## src/rtl/brc_pkg.sv

```systemverilog
// Branch comparator shared definitions.
// Holds the RISC-V branch funct3 encodings and decode helpers.
package brc_pkg;

  typedef enum logic [2:0] {
    BEQ  = 3'b000,
    BNE  = 3'b001,
    BLT  = 3'b100,
    BGE  = 3'b101,
    BLTU = 3'b110,
    BGEU = 3'b111
  } br_funct3_e;

  // funct3 bit that selects an unsigned compare
  localparam int F3_UNSIGNED_BIT = 1;

  // 010 and 011 are not branch encodings
  function automatic logic is_illegal_f3(
    input logic [2:0] f3
  );
    return (f3[2:1] == 2'b01);
  endfunction

endpackage

```

## src/rtl/brc_chunk_cmp.sv

```systemverilog
// One segment of the stage-1 partial compare.
// Ports: a_i/b_i segment operands; eq_o a==b; ltu_o a<b unsigned.
module brc_chunk_cmp
  import brc_pkg::*;
#(
  parameter int W = 8
) (
  input  logic [W-1:0] a_i,
  input  logic [W-1:0] b_i,
  output logic         eq_o,
  output logic         ltu_o
);

  assign eq_o  = (a_i == b_i);
  assign ltu_o = (a_i < b_i);

endmodule

```

## src/rtl/brc_pipe.sv

```systemverilog
// Two-stage pipelined branch comparator with valid/ready and flush.
// Ports: i_clk, i_reset (async high), i_flush;
//   in:  i_valid/o_ready, i_rs1_data, i_rs2_data, i_funct3, i_tag;
//   out: o_valid/i_ready, o_br_less, o_br_equal, o_taken,
//        o_illegal, o_tag.
// Define BRC_PERF_EN to add o_eval_cnt / o_taken_cnt.
module brc_pipe
  import brc_pkg::*;
#(
  parameter int WIDTH = 32,
  parameter int CHUNK = 8,
  parameter int TAG_W = 6
) (
  input  logic             i_clk,
  input  logic             i_reset,
  input  logic             i_flush,
  input  logic             i_valid,
  output logic             o_ready,
  input  logic [WIDTH-1:0] i_rs1_data,
  input  logic [WIDTH-1:0] i_rs2_data,
  input  logic [2:0]       i_funct3,
  input  logic [TAG_W-1:0] i_tag,
  output logic             o_valid,
  input  logic             i_ready,
  output logic             o_br_less,
  output logic             o_br_equal,
  output logic             o_taken,
  output logic             o_illegal,
  output logic [TAG_W-1:0] o_tag
`ifdef BRC_PERF_EN
  ,
  output logic [31:0]      o_eval_cnt,
  output logic [31:0]      o_taken_cnt
`endif
);

  localparam int NCHUNK = WIDTH / CHUNK;

  // handshake / advance
  logic s2_adv;
  logic s1_adv;
  logic in_fire;
  logic s2_load;

  // stage 1 state
  logic              s1_v_q, s1_v_d;
  logic [NCHUNK-1:0] eq_q,   eq_d;
  logic [NCHUNK-1:0] ltu_q,  ltu_d;
  logic              sa_q,   sa_d;
  logic              sb_q,   sb_d;
  logic [2:0]        f3_q,   f3_d;
  logic [TAG_W-1:0]  tag1_q, tag1_d;

  // stage 2 state
  logic              s2_v_q,  s2_v_d;
  logic              less_q,  less_d;
  logic              equal_q, equal_d;
  logic              taken_q, taken_d;
  logic              ill_q,   ill_d;
  logic [TAG_W-1:0]  tag2_q,  tag2_d;

  // stage 2 combinational resolve
  logic              equal_c;
  logic              ult_c;
  logic              slt_c;
  logic              less_c;
  logic              ill_c;
  logic              taken_c;

  // chunk compares
  logic [NCHUNK-1:0] eq_c;
  logic [NCHUNK-1:0] ltu_c;

  for (genvar k = 0; k < NCHUNK; k++) begin : g_cmp
    brc_chunk_cmp #(
      .W (CHUNK)
    ) u_cmp (
      .a_i   (i_rs1_data[k*CHUNK +: CHUNK]),
      .b_i   (i_rs2_data[k*CHUNK +: CHUNK]),
      .eq_o  (eq_c[k]),
      .ltu_o (ltu_c[k])
    );
  end

  assign s2_adv  = !s2_v_q | i_ready;
  assign s1_adv  = !s1_v_q | s2_adv;
  assign in_fire = i_valid & s1_adv;
  assign s2_load = s1_adv & s1_v_q;

  // stage 1 next state
  always_comb begin
    eq_d   = eq_q;
    ltu_d  = ltu_q;
    sa_d   = sa_q;
    sb_d   = sb_q;
    f3_d   = f3_q;
    tag1_d = tag1_q;
    if (in_fire) begin
      eq_d   = eq_c;
      ltu_d  = ltu_c;
      sa_d   = i_rs1_data[WIDTH-1];
      sb_d   = i_rs2_data[WIDTH-1];
      f3_d   = i_funct3;
      tag1_d = i_tag;
    end
  end

  // a flushed input may still write data; only valid is killed
  always_comb begin
    s1_v_d = s1_v_q;
    s2_v_d = s2_v_q;
    if (s1_adv) begin
      s1_v_d = in_fire;
    end
    if (s2_adv) begin
      s2_v_d = s1_v_q;
    end
    if (i_flush) begin
      s1_v_d = 1'b0;
      s2_v_d = 1'b0;
    end
  end

  // highest differing chunk decides the unsigned order
  always_comb begin
    ult_c = 1'b0;
    for (int k = 0; k < NCHUNK; k++) begin
      if (!eq_q[k]) begin
        ult_c = ltu_q[k];
      end
    end
  end

  assign equal_c = &eq_q;
  assign slt_c   = (sa_q ^ sb_q) ? sa_q : ult_c;
  assign less_c  = f3_q[F3_UNSIGNED_BIT] ? ult_c : slt_c;
  assign ill_c   = is_illegal_f3(f3_q);

  // funct3[0] inverts the base condition
  always_comb begin
    taken_c = 1'b0;
    unique case (1'b1)
      ill_c:
        taken_c = 1'b0;
      (f3_q[2:1] == 2'b00):
        taken_c = equal_c ^ f3_q[0];
      f3_q[2]:
        taken_c = less_c ^ f3_q[0];
      default:
        taken_c = 1'b0;
    endcase
  end

  // stage 2 next state; holds under backpressure
  always_comb begin
    less_d  = less_q;
    equal_d = equal_q;
    taken_d = taken_q;
    ill_d   = ill_q;
    tag2_d  = tag2_q;
    if (s2_load) begin
      less_d  = less_c;
      equal_d = equal_c;
      taken_d = taken_c;
      ill_d   = ill_c;
      tag2_d  = tag1_q;
    end
  end

  always_ff @(posedge i_clk or posedge i_reset) begin
    if (i_reset) begin
      s1_v_q  <= 1'b0;
      eq_q    <= '0;
      ltu_q   <= '0;
      sa_q    <= 1'b0;
      sb_q    <= 1'b0;
      f3_q    <= '0;
      tag1_q  <= '0;
      s2_v_q  <= 1'b0;
      less_q  <= 1'b0;
      equal_q <= 1'b0;
      taken_q <= 1'b0;
      ill_q   <= 1'b0;
      tag2_q  <= '0;
    end else begin
      s1_v_q  <= s1_v_d;
      eq_q    <= eq_d;
      ltu_q   <= ltu_d;
      sa_q    <= sa_d;
      sb_q    <= sb_d;
      f3_q    <= f3_d;
      tag1_q  <= tag1_d;
      s2_v_q  <= s2_v_d;
      less_q  <= less_d;
      equal_q <= equal_d;
      taken_q <= taken_d;
      ill_q   <= ill_d;
      tag2_q  <= tag2_d;
    end
  end

  assign o_ready    = s1_adv;
  assign o_valid    = s2_v_q;
  assign o_br_less  = less_q;
  assign o_br_equal = equal_q;
  assign o_taken    = taken_q;
  assign o_illegal  = ill_q;
  assign o_tag      = tag2_q;

`ifdef BRC_PERF_EN
  logic        out_fire;
  logic [31:0] eval_q, eval_d;
  logic [31:0] tcnt_q, tcnt_d;

  // a result delivered in a flush cycle still counts
  assign out_fire = s2_v_q & i_ready;

  always_comb begin
    eval_d = eval_q;
    tcnt_d = tcnt_q;
    if (out_fire) begin
      eval_d = eval_q + 32'd1;
      if (taken_q) begin
        tcnt_d = tcnt_q + 32'd1;
      end
    end
  end

  always_ff @(posedge i_clk or posedge i_reset) begin
    if (i_reset) begin
      eval_q <= '0;
      tcnt_q <= '0;
    end else begin
      eval_q <= eval_d;
      tcnt_q <= tcnt_d;
    end
  end

  assign o_eval_cnt  = eval_q;
  assign o_taken_cnt = tcnt_q;
`endif

endmodule

```

## config.mk

```make
export PLATFORM = sky130hd
export DESIGN_NAME = brc_pipe
export DESIGN_NICKNAME = d
export VERILOG_FILES = /design/src/rtl/brc_pkg.sv /design/src/rtl/brc_chunk_cmp.sv /design/src/rtl/brc_pipe.sv
export SDC_FILE = /design/constraint.sdc
export NUM_CORES = 1
export LEC_CHECK = 0
export ABC_AREA = 1
export ABC_CLOCK_PERIOD_IN_PS = 1210
export CORE_MARGIN = 2
export CORE_UTILIZATION = 39
export DETAILED_ROUTE_END_ITERATION = 10
export PLACE_DENSITY = 0.77
export SLEW_MARGIN = 10
export SYNTH_ARGS = -nofsm -noshare
export SYNTH_HDL_FRONTEND = slang
export SYNTH_HIERARCHICAL = 1
export SYNTH_SLANG_ARGS = --single-unit
```

## constraint.sdc

```tcl
create_clock -name i_clk -period 1.21 [get_ports i_clk]
set_clock_uncertainty 0.15 [all_clocks]
set_input_delay 0.363 -clock i_clk [delete_from_list [all_inputs] [get_ports i_clk]]
set_output_delay 0.363 -clock i_clk [all_outputs]
set_load 0.01 [all_outputs]
```

# ---- Yosys cells after proc, flatten, opt, wreduce, memory -nomap -nowiden
# Index checks and enable logic that the tools add are counted.
dict set report word_totals {
  regBits 31
  inputBits 78
  out_inout_bits 12
  elab_cells 46
}
dict set report classes {
  order_cmp 4
  n_eq_ne 5
  muxes 11
  bitwise_logic 7
  n_reduce_logical 6
}
# operator n
set ops {}
lappend ops {{== test 8 bit} 4}
lappend ops {{< comparator 8 bit} 4}
lappend ops {{2-to-1 mux 1 bit} 10}
lappend ops {{AND reduction 4 bit} 1}
lappend ops {{nonzero test 2 bit} 2}
lappend ops {{bitwise XOR 1 bit} 3}
lappend ops {{AND 1 bit} 2}
lappend ops {{== test 2 x 1 -> 1 bit, second input constant} 1}
lappend ops {{logical NOT 1 bit} 2}
lappend ops {{logical NOT 2 bit} 1}
lappend ops {{bitwise OR 1 bit} 2}
lappend ops {{case mux 1 bit (2 select lines)} 1}

# ---- Depth between registers and ports, before layout
# Gate-level depths: netlist of run 1.
dict set report logic_depth {
  word_depth 8
  depth_mapped 10
  ltp_nobuf 10
}

# ---- Hierarchy
# Netlist of run 1, hierarchy kept.
# module n_inst cells_each area_per_inst_um2
set by_module_without_submodules {}
lappend by_module_without_submodules {brc_pipe 1 134 1296.2}
lappend by_module_without_submodules {brc_chunk_cmp 4 37 221.5}

# ---- Worst setup path after synthesis of run 1
# Ideal clock, no wire load.
dict set report synth_path {
  path_kind {in2reg}
  startpoint {input port i_rs2_data[7]}
  endpoint {register ltu_q[0]}
  setup_time_ns 0.125
  t_arrival_ns 1.146
  required_time_ns 0.935
  slack_ns -0.210
  cell_stages 6
  path_buffers 0
  cell_sequence {inv_1 -> ha_1 -> nand2_1 -> nor2_1 -> a21oi_1 -> mux2_2}
}
dict set report synth_via {
  elab_chain_cells 1
}
# element line_no
set synth_rtl {}
lappend synth_rtl {{start, declared} brc_pipe.sv:20} ;# input logic [WIDTH-1:0] i_rs2_data,
lappend synth_rtl {{< comparator 8 bit} brc_chunk_cmp.sv:15} ;# assign ltu_o = (a_i < b_i);
lappend synth_rtl {{via ltu_c[0]} brc_pipe.sv:72} ;# logic [NCHUNK-1:0] ltu_c;
lappend synth_rtl {{end signal, assigned} brc_pipe.sv:188} ;# ltu_q <= ltu_d;
lappend synth_rtl {{end, declared} brc_pipe.sv:48} ;# logic [NCHUNK-1:0] ltu_q, ltu_d;
# The timed path passes the listed nets, and every way through them passes these cells.
# A chain may end at the register's enable or synchronous reset.

# ---- Worst setup path in the final report of run 1
dict set report layout_path {
  startpoint {register s2_v_q (netlist: o_valid)}
  endpoint {output port o_ready}
}
dict set report layout_via {
  elab_chain_cells 3
}
# element line_no
set layout_rtl {}
lappend layout_rtl {{start, declared} brc_pipe.sv:55} ;# logic s2_v_q, s2_v_d;
lappend layout_rtl {{start signal, assigned} brc_pipe.sv:193} ;# s2_v_q <= s2_v_d;
lappend layout_rtl {{logical NOT 1 bit} brc_pipe.sv:85} ;# assign s2_adv = !s2_v_q | i_ready;
lappend layout_rtl {{bitwise OR 1 bit} brc_pipe.sv:85}
lappend layout_rtl {{bitwise OR 1 bit} brc_pipe.sv:86} ;# assign s1_adv = !s1_v_q | s2_adv;
lappend layout_rtl {{end, declared} brc_pipe.sv:18} ;# output logic o_ready,
# No other way between the ends.

==> results.json, run 1 <==
{
  "yosysWarnings": 6,
  "core_mm2": 0.005439,
  "powerDensity_mw_per_mm2": 880.5,
  "antennaDiodeCount": 0,
  "antenna_found_initial": 0,
  "cts_inserted_buffers": 5,
  "rows": 27,
  "crit_fanout": 3,
  "cp_cell_sequence": "nand3_4 > buf_6",
  "h-tree-depth": 2,
  "max_freq_ghz": 0.7044,
  "cts_hold_buf": 0,
  "ant_nets": 0,
  "drc": 0,
  "drv_slew": 0,
  "path_clk_slew_ns": 0.07,
  "grt_pass1_wl_um": 9742,
  "die_w_um": 78.80,
  "startpoint_type": "flop",
  "cp_top_family": "flip-flops",
  "clockBufferDepth": 2,
  "hold-worst-slack_ns": 0.2636,
  "clk_latency_ns": 0.29,
  "place_hpwl_um": 4216,
  "hold_violations": 0,
  "slowest_stage": "dfrtp_1",
  "violations": "negative setup slack",
  "syn_nets": 392,
  "ys_seq_area_share_pct": 35.55,
  "period_minus_slack_ns": 1.420,
  "crit_arrival_ns": 0.91,
  "worst_slew_pin_slew_ns": 0.2920,
  "outcome": "complete, but fails checks",
  "relSlewSlack_pct": 80.53,
  "crit_required_ns": 0.70,
  "drtIter0Drc": 95,
  "avgSynthCellArea_um2": 7.738,
  "ys_seq_elements": 31,
  "worst-path-buf-inv": 1,
  "syn2layout_area_growth_pct": 77.92,
  "place_ws_ns": -0.8092,
  "peakVddDrop_v": 0.0005683,
  "p_leak_nw": 1.933,
  "first_global_vias": 2402,
  "rsz0062_at_grt": "true",
  "setup-violations-final": 35,
  "place.gp.congestion": 0.7865,
  "mostFrequentLayoutCells": "nand2_1, buf_4, dfrtp_1, inv_1, inv_2",
  "ys_types": 20,
  "ios": 90,
  "drive_above_1_share_pct": 50.72,
  "setup_tns_ns": -3.931,
  "cts_tree": "yes",
  "final_nets": 523,
  "crit_path_max_incr_delay_ns": 0.41,
  "grt_start_max_net_pins": 32,
  "drt-pass1-iter-count": 4,
  "synth_area_mm2": 0.002182,
  "via_count": 2263,
  "wl_per_cell_um": 12.01,
  "min_period_over_period_pct": 117.3,
  "io_buffer_count": 89,
  "hold_path.class": "primary input to async pin",
  "start_util_pct": 40.12,
  "final_common_cell": "nand2_1",
  "die_area_mm2": 0.006209,
  "critPathCaptureType": "output port",
  "clock_sinks": 31,
  "grt_usage_pct": 19.75,
  "finalWorstSetupSlack_ns": -0.2097,
  "wirelength_um": 5839,
  "via_per_inst": 4.656,
  "drv_cap": 0,
  "gr-total-overflow": 0,
  "die_h_um": 78.80,
  "criticalPathCategory": "flop to output port",
  "netlist_instances": 282,
  "clockRootBuffer": "clkbuf_8"
}
-- sequential cells by signal (all words and copies together), names as in the netlist, 3 cells and up --
| name | count |
|---|---|
| eq_q | 4 |
| f3_q | 3 |
| ltu_q | 4 |
| o_tag | 6 |
| tag1_q | 6 |
-- final timing paths --
check | from | cells past startpoint | endpoint | slack [ns]
max | o_valid$_DFFE_PP0P_ | 2 | o_ready | -0.21
min | i_reset | 3 | s1_v_q$_DFFE_PP0P_ | 0.26
max reg2reg | o_valid$_DFFE_PP0P_ | 4 | sb_q$_DFFE_PP0P_ | -0.18
min reg2reg | o_taken$_DFFE_PP0P_ | 2 | o_taken$_DFFE_PP0P_ | 0.33
max in group asynchronous | i_reset | 3 | o_br_equal$_DFFE_PP0P_ | 0.48
min in group i_clk | o_taken$_DFFE_PP0P_ | 2 | o_taken$_DFFE_PP0P_ | 0.33
-- power breakdown --
group          internal, mW  switching [mW]
sequential             1.17          0.0702
combinational         0.674           0.586
clock                 0.517           0.401
-- what timing repair did --
| action | 4_1_cts | 5_1_grt |
|---|---|---|
| buffers inserted | 7 | 7 |
| pin swaps | 33 | 20 |
| cloned | 1 | 0 |
| endpoints found under the setup margin | 42 | 41 |
| gates resized for setup | 256 | 47 |
-- area by class of cell --
type,instances,area [um^2]
timing repair buffer,127,988.4
clock buffer,7,96.34
inverter,67,291.5
fill,435,1556
tap,72,90.09
multi-input combinational,181,1633
clock inverter,1,7.507
sequential,31,775.7
-- Yosys cell counts --
cell type | n | share of area [%]
inv_1 | 65 | 11
nand2_1 | 62 | 11
ha_1 | 32 | 18
dfrtp_1 | 31 | 36
a21oi_1 | 28 | 6.4
nor2_1 | 22 | 3.8
nand3_1 | 15 | 3.4
o21ai_0 | 6 | 1.4
mux2_2 | 5 | 2.6
nor3_2 | 4 | 1.8
buf_6 | 2 | 1.0
inv_2 | 2 | 0.34
a21oi_2 | 1 | 0.40
buf_2 | 1 | 0.23
buf_4 | 1 | 0.34
nand2_2 | 1 | 0.29
nand2_4 | 1 | 0.52
nand3_2 | 1 | 0.46
nor4_4 | 1 | 0.97
o21ai_1 | 1 | 0.23
-- worst reg2reg max path, delay by kind of cell (launching register included) --
| family | cells | cell delay [ns] |
|---|---|---|
| simple gates | 2 | 0.20 |
| mux | 1 | 0.35 |
| buf+inv | 1 | 0.18 |
| flops | 1 | 0.41 |
-- per-stage QoR --
step	power (mW)	util (%)	std cells	cell area [um^2]
2_1_floorplan	1.781	-	282	2414
3_3_place_gp	2.333	65.24	463	3548
3_5_place_dp	2.377	65.24	463	3548
4_1_cts	3.353	70.42	479	3830
5_1_grt	3.660	71.38	486	3882
6_report	3.419	71.38	486	3882
-- kinds of logic after synthesis --
group	Yosys count	synth area share (%)
flip-flops	31	35.55
AND/OR/NAND/NOR	107	21.96
adder cells (fa/ha/maj)	32	18.35
buffers and inverters	71	13.13
multiplexers	5	2.580
AO/OA/AOI/OAI	36	8.429
-- metal layers --
layer  track usage [%]  up-vias  share of wire, %
met1             20.27     1052                38
met5                 0        -                 0
li1                  -     1142                 -
met4             6.140        0               1.8
met2             38.89       60                55
met3             4.773        9               5.0
(Power assumes the default switching activity.)
==> run 2, diff against run 1 <==
--- a/config.mk
+++ b/config.mk
@@ -6,11 +6,12 @@
 export NUM_CORES = 1
 export LEC_CHECK = 0
 export ABC_AREA = 1
-export ABC_CLOCK_PERIOD_IN_PS = 1210
+export ABC_CLOCK_PERIOD_IN_PS = 1600
+export CAP_MARGIN = 20
 export CORE_MARGIN = 2
-export CORE_UTILIZATION = 39
+export CORE_UTILIZATION = 43
 export DETAILED_ROUTE_END_ITERATION = 10
-export PLACE_DENSITY = 0.77
+export PLACE_DENSITY = 0.8
 export SLEW_MARGIN = 10
 export SYNTH_ARGS = -nofsm -noshare
 export SYNTH_HDL_FRONTEND = slang
==> constraint.sdc (replaced) <==
create_clock -name i_clk -period 1.6 [get_ports i_clk]
set_clock_uncertainty 0.15 [all_clocks]
set_input_delay 0.48 -clock i_clk [delete_from_list [all_inputs] [get_ports i_clk]]
set_output_delay 0.48 -clock i_clk [all_outputs]
set_load 0.01 [all_outputs]
==> results.json, run 2 (synthesis gave the netlist of run 1 again) <==
{
  "outcome": "complete, but fails checks",
  "violations": "negative setup slack",
  "die_w_um": 75.24,
  "clock_sinks": 31,
  "ios": 90,
  "clk_latency_ns": 0.27,
  "fin_util_pct": 74.81,
  "critPathCaptureType": "flop",
  "worst_slew_pin_slew_ns": 0.3433,
  "crit_fanout": 2,
  "drtIter0Drc": 84,
  "cp_cell_sequence": "dlygate4sd2_1 > ha_4 > nand2_1 > inv_1 > nand2_1 > nand2_2 > a21oi_2 > mux2_4",
  "cpMostUsedCell": "nand2_1",
  "wirelength_um": 5690,
  "die_h_um": 75.24,
  "grt_usage_pct": 20.87,
  "hold_violations": 0,
  "period_minus_slack_ns": 1.600,
  "path_clk_slew_ns": 0.06,
  "drc": 0,
  "syn2layout_area_growth_pct": 65.14,
  "gr-total-overflow": 0,
  "via_per_inst": 4.706,
  "max_freq_ghz": 0.6249,
  "drt-pass1-iter-count": 4,
  "antenna_found_initial": 0,
  "setup-violations-final": 1,
  "startpoint_type": "primary input",
  "criticalPathCategory": "primary input to flop",
  "wl_per_cell_um": 12.40,
  "via_count": 2160,
  "slowest_stage": "ha_4",
  "cts_inserted_buffers": 5,
  "die_area_mm2": 0.005660,
  "crit_required_ns": 1.61,
  "grt_pass1_wl_um": 9128,
  "dp_cells": 451,
  "p_leak_nw": 1.876,
  "first_global_vias": 2238,
  "hold-worst-slack_ns": 0.3257,
  "core_mm2": 0.004817,
  "place_area_mm2": 0.003262,
  "grt_start_max_net_pins": 32,
  "final_common_cell": "dlygate4sd2_1",
  "drv_cap": 0,
  "drive_above_1_share_pct": 26.28,
  "fin_cells": 459,
  "drv_slew": 0,
  "place_hpwl_um": 3983,
  "clockRootBuffer": "clkbuf_8",
  "antennaDiodeCount": 0,
  "ant_nets": 0,
  "crit_arrival_ns": 1.61,
  "fin_area_mm2": 0.003603,
  "rows": 25,
  "io_buffer_count": 89,
  "peakVddDrop_v": 0.0003996,
  "crit_path_max_incr_delay_ns": 0.27,
  "setup_tns_ns": -0.0001457,
  "mostFrequentLayoutCells": "dlygate4sd2_1, nand2_1, inv_1, dfrtp_1",
  "hold_path.class": "flop to flop",
  "clockBufferDepth": 2,
  "post_cts.repair.setup_buffers": 0,
  "cts_tree": "yes",
  "final_nets": 502,
  "relSlewSlack_pct": 77.07,
  "cts_hold_buf": 0,
  "min_period_over_period_pct": 100.0,
  "h-tree-depth": 2,
  "start_util_pct": 45.30,
  "finalWorstSetupSlack_ns": -0.0001457,
  "powerDensity_mw_per_mm2": 648.0,
  "place.gp.congestion": 0.7884
}
-- run 2: cell types whose count changed in the layout (fill, tap and decap cells not counted), moves of 6 or more --
cell           previous run  this run
inv_1                    30        42
dlygate4sd2_1            15        66
ha_4                     27        19
a21oi_2                  11         4
nand2_1                  47        53
buf_2                    27         0
clkbuf_2                 15         0
ha_1                      2         9
buf_4                    33        15
a21oi_1                  18        25
-- run 2: path summary, 6_finish.rpt --
path,to,depth (start not counted),from,slack [ns]
worst min-delay path,o_br_less$_DFFE_PP0P_,2,o_br_less$_DFFE_PP0P_,0.33
worst min register to register,o_br_less$_DFFE_PP0P_,2,o_br_less$_DFFE_PP0P_,0.33
max in group asynchronous,s1_v_q$_DFFE_PP0P_,3,i_reset,0.73
worst max-delay path,ltu_q[0]$_DFFE_PP0P_,8,i_rs1_data[3],-0.0001
worst max register to register,o_taken$_DFFE_PP0P_,10,eq_q[0]$_DFFE_PP0P_,0.23
min in group asynchronous,sb_q$_DFFE_PP0P_,3,i_reset,0.40
-- run 2: power breakdown --
part           internal (mW)  total [mW]  switching [mW]
clock network          0.336       0.595           0.259
registers              0.886       0.936          0.0504
logic                  0.418       0.804           0.386
total                   1.64        2.33           0.695
-- run 2: layout make-up --
cell class	instances	area, um^2
inverter	67	251.5
clock buffer	6	82.58
sequential	31	775.7
timing repair buffer	106	958.4
tap	67	83.83
multi-input combinational	181	1446
fill	409	1214
clock inverter	1	5.005
-- run 2: critical path, delay by kind of cell --
kind                       cells  cell delay (ns)
buffers and inverters          2             0.32
and+or+nand+nor                3             0.21
muxes                          1             0.26
AOI/OAI and AO/OA              1             0.05
adders and majority gates      1             0.27
-- run 2: routing by layer --
layer	GRT usage, %	share of wire, %	up-vias
li1	-	-	1100
met1	23.69	40	985
met2	40.25	54	63
met3	2.945	3.4	12
met4	6.043	2.4	0
met5	0	0	-
-- run 2: through the flow --
| step | setup WS, ns | power [mW] |
|---|---|---|
| 2_1_floorplan | 0.06257 | 1.302 |
| 3_3_place_gp | -0.5947 | 1.677 |
| 3_5_place_dp | -0.6043 | 1.706 |
| 4_1_cts | -0.1982 | 2.323 |
| 5_1_grt | -0.03580 | 2.493 |
| 6_report | -0.0001457 | 2.335 |
-- run 2: timing repair --
action,4_1_cts,5_1_grt
endpoints found under the setup margin,26,23
endpoints found under the hold margin,0,0
pin swaps,39,4
gates cloned,1,0
resized for setup,137,21
==> run 3, diff against run 2 <==
--- a/config.mk
+++ b/config.mk
@@ -10,6 +10,7 @@
 export CAP_MARGIN = 20
 export CORE_MARGIN = 2
 export CORE_UTILIZATION = 43
+export CTS_CLUSTER_SIZE = 12
 export DETAILED_ROUTE_END_ITERATION = 10
 export PLACE_DENSITY = 0.8
 export SLEW_MARGIN = 10
==> results of run 3 <==
The final DEF is identical to that of run 2; final timing and power are the same.
